**config.mk**
```make
export PLATFORM = sky130hd
export DESIGN_NAME = matrix_feeder
export DESIGN_NICKNAME = d
export VERILOG_FILES = /design/src/rtl/constants_pkg.sv /design/src/rtl/feeder_buf.sv /design/src/rtl/matrix_feeder.sv
export SDC_FILE = /design/constraint.sdc
export NUM_CORES = 1
export LEC_CHECK = 0
export BUFFER_PORTS_ARGS = -buffer_cell sky130_fd_sc_hd__buf_2
export CAP_MARGIN = 20
export CELL_PAD_IN_SITES_DETAIL_PLACEMENT = 1
export CELL_PAD_IN_SITES_GLOBAL_PLACEMENT = 1
export CORE_MARGIN = 5
export CORE_UTILIZATION = 53
export CTS_CLUSTER_DIAMETER = 100
export CTS_CLUSTER_SIZE = 30
export DETAILED_ROUTE_END_ITERATION = 16
export PLACE_DENSITY_LB_ADDON = 0.1
export SLEW_MARGIN = 30
export SYNTH_ARGS = -nofsm -noshare
export SYNTH_HDL_FRONTEND = slang
export SYNTH_HIERARCHICAL = 1
export SYNTH_SLANG_ARGS = --single-unit
```
**constraint.sdc**
```tcl
create_clock -name clk -period 3.1 [get_ports clk]
set_clock_uncertainty 0.2 [all_clocks]
set_input_delay 0.155 -clock clk [delete_from_list [all_inputs] [get_ports clk]]
set_output_delay 0.155 -clock clk [all_outputs]
set_load 0.02 [all_outputs]
```
**src/rtl/constants_pkg.sv**
```systemverilog
// ---------------------------------------------------------------------------
// constants_pkg
// Shared constants and state encodings for the matrix datapath slice
// (matrix_feeder upstream of matrix_core).
//   DATA_WIDTH  - width of each W/X operand word
//   ACC_WIDTH   - matrix_core accumulator width
//   MAT_DIM     - square matrix dimension
//   W_DEPTH     - number of weight words (MAT_DIM*MAT_DIM)
//   X_DEPTH     - number of vector words (MAT_DIM)
//   TOTAL_DEPTH - feeder staging buffer depth (W_DEPTH + X_DEPTH)
// ---------------------------------------------------------------------------
package constants_pkg;

   localparam int DATA_WIDTH  = 8;
   localparam int MAT_DIM     = 4;
   localparam int ACC_WIDTH   = 2*DATA_WIDTH + 2;
   localparam int W_DEPTH     = MAT_DIM*MAT_DIM;
   localparam int X_DEPTH     = MAT_DIM;
   localparam int TOTAL_DEPTH = W_DEPTH + X_DEPTH;

   // matrix_core sequencing states
   typedef enum logic [1:0] {
      LOAD_W  = 2'd0,
      LOAD_X  = 2'd1,
      COMPUTE = 2'd2,
      FLUSH   = 2'd3
   } core_state_t;

   // matrix_feeder sequencing states
   typedef enum logic {
      FEED_IDLE   = 1'b0,
      FEED_STREAM = 1'b1
   } feed_state_t;

endpackage : constants_pkg

```
**src/rtl/feeder_buf.sv**
```systemverilog
// ---------------------------------------------------------------------------
// feeder_buf
// Staging register array for matrix_feeder: one synchronous write port and
// one asynchronous read port. Contents have no reset and survive a block
// reset. A write to the address currently being read is forwarded to the
// read port so the word being written is visible in the same cycle.
// Ports:
//   clk      in  clock, rising edge
//   wr_en    in  write strobe (caller guarantees wr_addr < TOTAL)
//   wr_addr  in  write index
//   wr_data  in  write data
//   rd_addr  in  read index
//   rd_data  out read data (combinational)
// ---------------------------------------------------------------------------
module feeder_buf #(
   parameter int DATA_WIDTH = constants_pkg::DATA_WIDTH,
   parameter int TOTAL      = constants_pkg::TOTAL_DEPTH,
   parameter int IDX_W      = $clog2(TOTAL)
) (
   input  logic                  clk,
   input  logic                  wr_en,
   input  logic [IDX_W-1:0]      wr_addr,
   input  logic [DATA_WIDTH-1:0] wr_data,
   input  logic [IDX_W-1:0]      rd_addr,
   output logic [DATA_WIDTH-1:0] rd_data
);

   localparam logic [IDX_W-1:0] TOTAL_IDX = IDX_W'(TOTAL);

   logic [DATA_WIDTH-1:0] mem [TOTAL];

   // Storage is deliberately not reset so host data is retained across rst.
   always_ff @(posedge clk) begin
      if (wr_en) begin
         mem[wr_addr] <= wr_data;
      end
   end

   // Write-then-read forwarding; in practice only address 0 is read while a
   // write can be in flight (start accepted in the same cycle as a write).
   always_comb begin
      rd_data = '0;
      if (wr_en && (wr_addr == rd_addr)) begin
         rd_data = wr_data;
      end else if (rd_addr < TOTAL_IDX) begin
         rd_data = mem[rd_addr];
      end
   end

endmodule : feeder_buf

```
**src/rtl/matrix_feeder.sv**
```systemverilog
// ---------------------------------------------------------------------------
// matrix_feeder
// Host-loaded staging buffer (16 W words row-major, then 4 X words) that,
// on a start pulse, streams all words in index order over a valid/ready
// source interface into matrix_core's sink port.
// Ports:
//   clk       in  clock, rising edge
//   rst       in  asynchronous active-high reset
//   wr_en     in  host write strobe
//   wr_addr   in  buffer index (0..15 W, 16..19 X)
//   wr_data   in  host write data
//   start     in  single-cycle request to begin streaming
//   busy      out high from the cycle after an accepted start to last handshake
//   done      out one-cycle pulse after the final handshake
//   wr_err    out one-cycle pulse when a host write was dropped
//   src_vld   out stream valid
//   src_data  out stream data
//   src_last  out high with the final word
//   src_phase out 0 for W words, 1 for X words
//   src_rdy   in  stream ready
// ---------------------------------------------------------------------------
module matrix_feeder #(
   parameter int DATA_WIDTH = constants_pkg::DATA_WIDTH,
   parameter int W_DEPTH    = constants_pkg::W_DEPTH,
   parameter int X_DEPTH    = constants_pkg::X_DEPTH
) (
   input  logic                                    clk,
   input  logic                                    rst,
   input  logic                                    wr_en,
   input  logic [$clog2(W_DEPTH+X_DEPTH)-1:0]      wr_addr,
   input  logic [DATA_WIDTH-1:0]                   wr_data,
   input  logic                                    start,
   output logic                                    busy,
   output logic                                    done,
   output logic                                    wr_err,
   output logic                                    src_vld,
   output logic [DATA_WIDTH-1:0]                   src_data,
   output logic                                    src_last,
   output logic                                    src_phase,
   input  logic                                    src_rdy
);

   import constants_pkg::*;

   localparam int TOTAL = W_DEPTH + X_DEPTH;
   localparam int IDX_W = $clog2(TOTAL);

   localparam logic [IDX_W-1:0] TOTAL_IDX = IDX_W'(TOTAL);
   localparam logic [IDX_W-1:0] LAST_IDX  = IDX_W'(TOTAL - 1);
   localparam logic [IDX_W-1:0] W_IDX     = IDX_W'(W_DEPTH);

   feed_state_t           state;
   logic [IDX_W-1:0]      idx;
   logic [IDX_W-1:0]      next_idx;
   logic [IDX_W-1:0]      rd_addr;
   logic [DATA_WIDTH-1:0] rd_data;
   logic                  buf_we;
   logic                  handshake;

   // Host writes only land while idle and in range; everything else is dropped.
   assign buf_we    = wr_en && (state == FEED_IDLE) && (wr_addr < TOTAL_IDX);
   assign handshake = src_vld && src_rdy;
   assign next_idx  = idx + IDX_W'(1);

   // Idle prefetches word 0 for the start; streaming prefetches the next word.
   // On the last word the lookahead is parked at 0 instead of running off the end.
   always_comb begin
      rd_addr = '0;
      if ((state == FEED_STREAM) && (idx != LAST_IDX)) begin
         rd_addr = next_idx;
      end
   end

   feeder_buf #(
      .DATA_WIDTH (DATA_WIDTH),
      .TOTAL      (TOTAL),
      .IDX_W      (IDX_W)
   ) u_buf (
      .clk     (clk),
      .wr_en   (buf_we),
      .wr_addr (wr_addr),
      .wr_data (wr_data),
      .rd_addr (rd_addr),
      .rd_data (rd_data)
   );

   // Feeder sequencer; every output is registered here.
   always_ff @(posedge clk or posedge rst) begin
      if (rst) begin
         state     <= FEED_IDLE;
         idx       <= '0;
         busy      <= 1'b0;
         done      <= 1'b0;
         wr_err    <= 1'b0;
         src_vld   <= 1'b0;
         src_data  <= '0;
         src_last  <= 1'b0;
         src_phase <= 1'b0;
      end else begin
         done   <= 1'b0;
         wr_err <= 1'b0;
         case (state)
            FEED_IDLE: begin
               if (wr_en && (wr_addr >= TOTAL_IDX)) begin
                  wr_err <= 1'b1;
               end
               if (start) begin
                  state     <= FEED_STREAM;
                  busy      <= 1'b1;
                  src_vld   <= 1'b1;
                  src_data  <= rd_data;
                  idx       <= '0;
                  src_phase <= 1'b0;
                  src_last  <= 1'b0;
               end
            end
            FEED_STREAM: begin
               if (wr_en) begin
                  wr_err <= 1'b1;
               end
               if (handshake) begin
                  if (idx == LAST_IDX) begin
                     state    <= FEED_IDLE;
                     src_vld  <= 1'b0;
                     src_last <= 1'b0;
                     busy     <= 1'b0;
                     done     <= 1'b1;
                     idx      <= '0;
                  end else begin
                     idx       <= next_idx;
                     src_data  <= rd_data;
                     src_phase <= (next_idx >= W_IDX);
                     src_last  <= (next_idx == LAST_IDX);
                  end
               end
            end
            default: begin
               state <= FEED_IDLE;
            end
         endcase
      end
   end

endmodule : matrix_feeder

```
==> results.tsv, run 1 <==
metric	value	unit
clk buf depth	2	
outcome	finished, final reports clean	
most frequent cells in the layout	160 x edfxtp_1, 35 x buf_4, 33 x mux4_2	
grt total ovfl	0	
Slew @ Worst Pin	802	ps
RR Endpoint	src_data[2]$_DFFE_PP0P_	
DP Wirelength	11200	um
asr flop ratio synth	0.106	
Core Util, Final	0.633	
remaining antenna violation count	0	
period utilisation layout	0.968	
cell family with most CP delay	simple AND/OR/NAND/NOR gates	
number of global-route vias before repair	4339	
Final setup viols	0	
Seq cells post-synth	179	
Placer Congestion	0.831	
Final min period	3000	ps
syn_nets	425	
worst-case reg-to-reg path depth	10	
most common cell after layout, fill and taps aside	edfxtp_1	
Layout Cells excl Fill	678	
XOR/XNOR Fraction of Synth Area	0.00830	
IO Port Bufs	31	
post-synthesis compound-gate area fraction	0.0464	
Critical Path RT	3210	ps
clock slew at reported path FFs	70	ps
htree depth	4	
Mapped Cells	405	
initial antenna violation count	0	
worst min-delay path startpoint	wr_data[0]	
worst hold path stage count	1	
Max Fclk	333	MHz
Initial Util	0.537	
WS Path Type	reg2reg	
RSZ-0062 raised after global routing	true	
Post-synth EDFFs	160	
DIE HEIGHT	128	um
Synth Cell Area	7390	um2
DR iter-0 viols	296	
area share of fa/ha/maj cells after synthesis	0.00339	
Avg Synthesized Cell Area	18.2	um2
nature of the critical path endpoint	register	
CTS sink cnt	179	
Fillers	1226	
DR vias	4028	
DR pass1 iterations	6	
Area growth, synth to finish	18.0	%
CP Buf/Inv Count	1	
TritonCTS buffer count	17	
TritonCTS clock tree	built	
NumNets Final	505	
simple-gate share of the synthesized area	0.0679	
main flop type after synthesis	edfxtp_1	
clock latency at the later pin of the worst-skew pair	430	ps
DRC viols	0	
layout cells sized above 1	0.345	
first-pass GRT wire length	26600	um
CTS root buf	clkbuf_16	
Rows	43	
Hold Fails Final Rpt	0	
Placed Area	8000	um2
Max-Cap Viols	0	
largest family of logic cells by synthesized area	multiplexers	
count of cell types in the netlist	52	
register area share after synthesis	0.714	
VDD IR max	0.690	mV
CP peak stage delay	420	ps
CP arrival	3110	ps
RR Startpoint	idx[1]$_DFFE_PP0P_	
worst reg-to-reg setup slack	100	ps
Max-slew headroom	0.465	
Setup crit start	idx[1]$_DFFE_PP0P_	
Synthesis Warnings	6	
Setup crit start kind	register	
I/O pin total	32	
largest net degree at the start of global routing	22	
core area	13800	um2
Inserted Diodes	0	
Critical-path top delay cell	dfrtp_1	
CP Max Fanout	20	
design area	8720	um2
All-Layer GR Usage	0.227	
dpl cells	636	
final wirelength	17100	um
top-area cell type share of the netlist area	0.650	
Pins Over Slew Limit	0	
Hold Path Sink	u_buf/mem[18][0]$_DFFE_PP_	
vias per cell	5.94	
mux cell area share after synthesis	0.138	
Hold Crit Class	in2reg	
PwrDens	806	nW/um2
Yosys top cell by area	edfxtp_1	
Leak Pwr	3.03	nW
die area	16400	um2
crit-path cells	ha_1, nand4bb_4, nand2_1, nor2_4, buf_12, mux4_2, a22oi_1, nand3_1, a32o_1, mux2_2	
Synth area leaders	edfxtp_1 65%, mux4_2 10%, dfrtp_1 6.4%, mux2_2 2.3%, nor2_1 1.5%	
WL per Instance	25.3	um
die width	128	um
flip-flops by register name, summed over array words and instances, names as in the netlist:
name       flops
u_buf/mem    160
src_data       8
idx            5
done           1
src_last       1
src_phase      1
src_vld        1
state          1
wr_err         1
layer usage:
metal | track usage | vias up | wire [um]
met4 | 0.0743 | 0 | 419
met5 | 0 | - | 0
li1 | - | 1779 | -
met1 | 0.301 | 2110 | 7090
met2 | 0.375 | 111 | 8820
met3 | 0.0525 | 28 | 796
how the worst max path moves through the flow:
stage / end / slack, ps / cells after the start
after floorplan: src_data[3]$_DFFE_PP0P_ / 240 / 10
after global placement: src_data[4]$_DFFE_PP0P_ / 140 / 7
after detailed placement: src_data[3]$_DFFE_PP0P_ / 140 / 10
after CTS: src_data[3]$_DFFE_PP0P_ / 80 / 10
after global routing: src_data[0]$_DFFE_PP0P_ / -20 / 11
final: src_data[2]$_DFFE_PP0P_ / 100 / 10
what timing repair did:
item                                    4_1_cts  5_1_grt
hold endpoints to repair                     86        0
endpoints found under the setup margin        0        8
buffers inserted                              0        0
resized for setup                             0        5
hold buffers                                 10        0
kinds of logic after synthesis:
logic type	after synthesis
AO/OA/AOI/OAI	42
AND/OR/NAND/NOR	91
multiplexers	56
flip-flops	179
buffers and inverters	28
adder cells (fa/ha/maj)	2
XOR/XNOR	7
worst register-to-register path, stage by stage (launching register included):
cell,delay (ps)
dfrtp_1,420
ha_1,270
nand4bb_4,120
nand2_1,170
nor2_4,230
buf_12,200
mux4_2,360
a22oi_1,230
nand3_1,160
a32o_1,280
mux2_2,260
synthesized netlist by cell type (2+ instances only):
| cell type | n |
|---|---|
| nand2b_1 | 9 |
| clkbuf_1 | 3 |
| xor2_1 | 3 |
| mux2_1 | 4 |
| nor2_1 | 30 |
| edfxtp_1 | 160 |
| nand2_1 | 17 |
| or3b_2 | 2 |
| mux2_2 | 15 |
| a31oi_1 | 2 |
| a221oi_1 | 7 |
| nand3_1 | 10 |
| buf_1 | 4 |
| nor2_4 | 2 |
| buf_4 | 3 |
| o21ai_0 | 6 |
| a22oi_1 | 8 |
| nand3b_1 | 4 |
| buf_6 | 4 |
| and2_1 | 2 |
| buf_2 | 5 |
| dfrtp_1 | 19 |
| mux2_4 | 4 |
| a21boi_0 | 2 |
| xnor2_1 | 4 |
| mux4_2 | 33 |
| inv_1 | 7 |
| ha_1 | 2 |
| a32o_1 | 9 |
| nor2b_1 | 3 |
area by class of cell:
class	count	area (um2)	area share
clock inverters	14	173	0.0198
flip-flops and latches	179	5280	0.605
repair buffers	81	609	0.0698
inverters	8	30.0	0.00344
clock buffers	18	429	0.0492
multi-input cells	198	1980	0.227
well taps	180	225	0.0258
through the flow:
step	worst slack, ps	hold slack [ps]	total power [mW]	TNS [ps]
floorplan	243	-93.9	4.16	0
global placement	140	124	4.82	0
detailed placement	139	146	4.85	0
CTS	80.7	13.2	7.06	0
global route	-21.5	13.9	7.34	-61.4
finish	100	20.7	7.03	0
power breakdown:
group,total (mW),internal [mW],switching [mW]
Sequential,2.77,2.70,0.0629
Combinational,2.09,0.996,1.09
Clock,2.18,1.28,0.902
(Power assumes the default switching activity.)
==> run 2: changes to the inputs <==
--- a/config.mk
+++ b/config.mk
@@ -10,7 +10,7 @@
 export CELL_PAD_IN_SITES_DETAIL_PLACEMENT = 1
 export CELL_PAD_IN_SITES_GLOBAL_PLACEMENT = 1
 export CORE_MARGIN = 5
-export CORE_UTILIZATION = 53
+export CORE_UTILIZATION = 48
 export CTS_CLUSTER_DIAMETER = 100
 export CTS_CLUSTER_SIZE = 30
 export DETAILED_ROUTE_END_ITERATION = 16
==> constraint.sdc (replaced) <==
create_clock -name clk -period 2.53 [get_ports clk]
set_clock_uncertainty 0.2 [all_clocks]
set_input_delay 0.1265 -clock clk [delete_from_list [all_inputs] [get_ports clk]]
set_output_delay 0.1265 -clock clk [all_outputs]
set_load 0.02 [all_outputs]
==> run 2 against run 1 <==
The run now ends with negative setup slack left; first-iteration DRC count grew 25%; non-clock buffer count is 35 higher; register-to-register slack got worse by 410 ps; die area up 9.6%; clock power rose by 20%; flip-flop and latch count stayed put; sequential share of layout area decreased by 4.4 points; wire length grew 6.9%; combinational power rose by 75%; highest routed layer unchanged.
==> results.tsv, run 2 (synthesis results as in run 1) <==
metric	value	unit	change
most common cell after layout, fill and taps aside	edfxtp_1		unchanged
All-Layer GR Usage	0.216		was 0.227
PwrDens	1030	nW/um2	was 806 nW/um2
met3 usage	0.0364		was 0.0525
worst-case reg-to-reg path depth	12		was 10
Reg with most FFs	u_buf/mem		unchanged
DR pass1 iterations	4		was 6
Setup crit start kind	register		unchanged
die width	134	um	was 128 um
met1 Track Usage GR	0.309		was 0.301
Final setup viols	8		was 0
WS Path Type	reg2reg		unchanged
RSZ-0062 raised after global routing	true		unchanged
grt total ovfl	0		unchanged
Initial Util	0.488		was 0.537
Post-Place Worst Slack	-386	ps	was 139 ps
Largest register FFs	160		unchanged
GR Layer Usage met2	0.343		was 0.375
final wirelength	18300	um	was 17100 um
first-pass GRT wire length	28200	um	was 26600 um
worst reg-to-reg setup slack	-300	ps	was 100 ps
Inserted Diodes	0		unchanged
Placer Congestion	0.843		was 0.831
htree depth	4		unchanged
vias per cell	5.86		was 5.94
Rows	45		was 43
Max Fclk	353	MHz	was 333 MHz
Fin Hold WS	10.5	ps	was 20.7 ps
DP Wirelength	11200	um	about the same
NumNets Final	540		was 505
IO Port Bufs	31		unchanged
Max-slew headroom	0.479		was 0.465
CP arrival	2950	ps	was 3110 ps
Slew @ Worst Pin	780	ps	was 802 ps
die area	18000	um2	was 16400 um2
biggest regs	u_buf/mem x160, src_data x8, idx x5		unchanged
Leak Pwr	3.35	nW	was 3.03 nW
outcome	finished with violations		was finished, final reports clean
Max-Cap Viols	0		unchanged
Final min period	2830	ps	was 3000 ps
Most Crowded Layer GR	met2		unchanged
Hold Crit Class	in2reg		unchanged
Core Util, Final	0.621		was 0.633
number of global-route vias before repair	4487		was 4339
clock latency at the later pin of the worst-skew pair	430	ps	about the same
TritonCTS buffer count	17		unchanged
core area	15100	um2	was 13800 um2
DIE HEIGHT	134	um	was 128 um
Hold Fails Final Rpt	0		unchanged
VDD IR max	0.537	mV	was 0.690 mV
period utilisation layout	1.12		was 0.968
CP Max Fanout	5		was 20
failing checks	negative setup slack		
CTS sink cnt	179		unchanged
RR Startpoint	idx[0]$_DFFE_PP0P_		was idx[1]$_DFFE_PP0P_
Hold Path Sink	u_buf/mem[17][1]$_DFFE_PP_		was u_buf/mem[18][0]$_DFFE_PP_
remaining antenna violation count	0		unchanged
worst hold path stage count	1		unchanged
Pins Over Slew Limit	0		unchanged
layout cells sized above 1	0.448		was 0.345
WL per Instance	25.4	um	was 25.3 um
Area growth, synth to finish	27.3	%	was 18.0%
clk buf depth	2		unchanged
Critical Path RT	2650	ps	was 3210 ps
DR vias	4227		was 4028
RR Endpoint	src_data[0]$_DFFE_PP0P_		was src_data[2]$_DFFE_PP0P_
DRC viols	0		unchanged
initial antenna violation count	0		unchanged
worst min-delay path startpoint	wr_data[1]		was wr_data[0]
setup ws final	-305	ps	was 100 ps
most frequent cells in the layout	160 x edfxtp_1, 51 x buf_4, 33 x mux4_2		was 160 x edfxtp_1, 35 x buf_4, 33 x mux4_2
DR iter-0 viols	369		was 296
TritonCTS clock tree	built		unchanged
Layout Cells excl Fill	721		was 678
CTS root buf	clkbuf_16		unchanged
dpl cells	656		was 636
I/O pin total	32		unchanged
clock slew at reported path FFs	70	ps	about the same
largest net degree at the start of global routing	22		unchanged
nature of the critical path endpoint	register		unchanged
run 2: cell count changes in the layout (fill, tap and decap cells not counted), sizes merged:
cell         before  now
clkinvlp          1    0
inv              14   18
dlygate4sd3      10   13
bufinv            3    1
buf              71  103
clkbuf           18   17
run 2: critical path, stage by stage, from the launching register on:
cell,delay [ps]
dfrtp_2,450
ha_4,200
nand4bb_4,100
nand2_4,70
buf_6,120
nor2_4,190
buf_12,180
buf_12,110
mux4_2,340
nand2_2,100
nand3_2,90
a32o_1,290
mux2_4,270
run 2: final cells by class:
cell class                 count  area, um2
multi-input combinational    198       2210
fill                        1302       5740
tap                          188        235
clock inverter                15        161
clock buffer                  17        425
sequential                   179       5280
inverter                       8       30.0
timing repair buffer         116       1070
run 2: worst max path at each step:
stage | startpoint | to | slack [ps] | cells past startpoint
after global placement | idx[2]$_DFFE_PP0P_ | src_data[3]$_DFFE_PP0P_ | -350 | 9
final | idx[0]$_DFFE_PP0P_ | src_data[0]$_DFFE_PP0P_ | -300 | 12
after CTS | idx[0]$_DFFE_PP0P_ | src_data[7]$_DFFE_PP0P_ | -300 | 10
after global routing | idx[0]$_DFFE_PP0P_ | src_data[7]$_DFFE_PP0P_ | -390 | 11
after detailed placement | idx[2]$_DFFE_PP0P_ | src_data[3]$_DFFE_PP0P_ | -390 | 9
after floorplan | idx[2]$_DFFE_PP0P_ | src_data[0]$_DFFE_PP0P_ | 0.6 | 11
run 2: metrics by stage:
stage	power (mW)	area (um2)	TNS, ps
5_1_grt	10.1	9410	-2950
3_5_place_dp	6.27	8220	-2350
3_3_place_gp	6.23	8220	-2080
2_1_floorplan	5.25	7520	0
6_report	9.66	9410	-2210
4_1_cts	9.56	9290	-2220
run 2: power breakdown:
part	leakage (nW)	switching (mW)	internal, mW
clock network	0.291	1.21	1.40
registers	1.67	0.0853	3.31
logic	1.39	1.72	1.93
run 2: routing by layer:
metal / vias up / share of wire
met5: - / 0
met4: 0 / 0.013
met1: 2251 / 0.43
li1: 1855 / -
met3: 21 / 0.045
met2: 100 / 0.51
run 2: what timing repair did:
| item | CTS | global route |
|---|---|---|
| pin swaps | 10 | 10 |
| gates cloned | 4 | 0 |
| hold endpoints to repair | 150 | 0 |
| gates resized for setup | 32 | 15 |
| endpoints found under the setup margin | 8 | 48 |
| setup buffers | 10 | 6 |
| hold buffers | 13 | 0 |
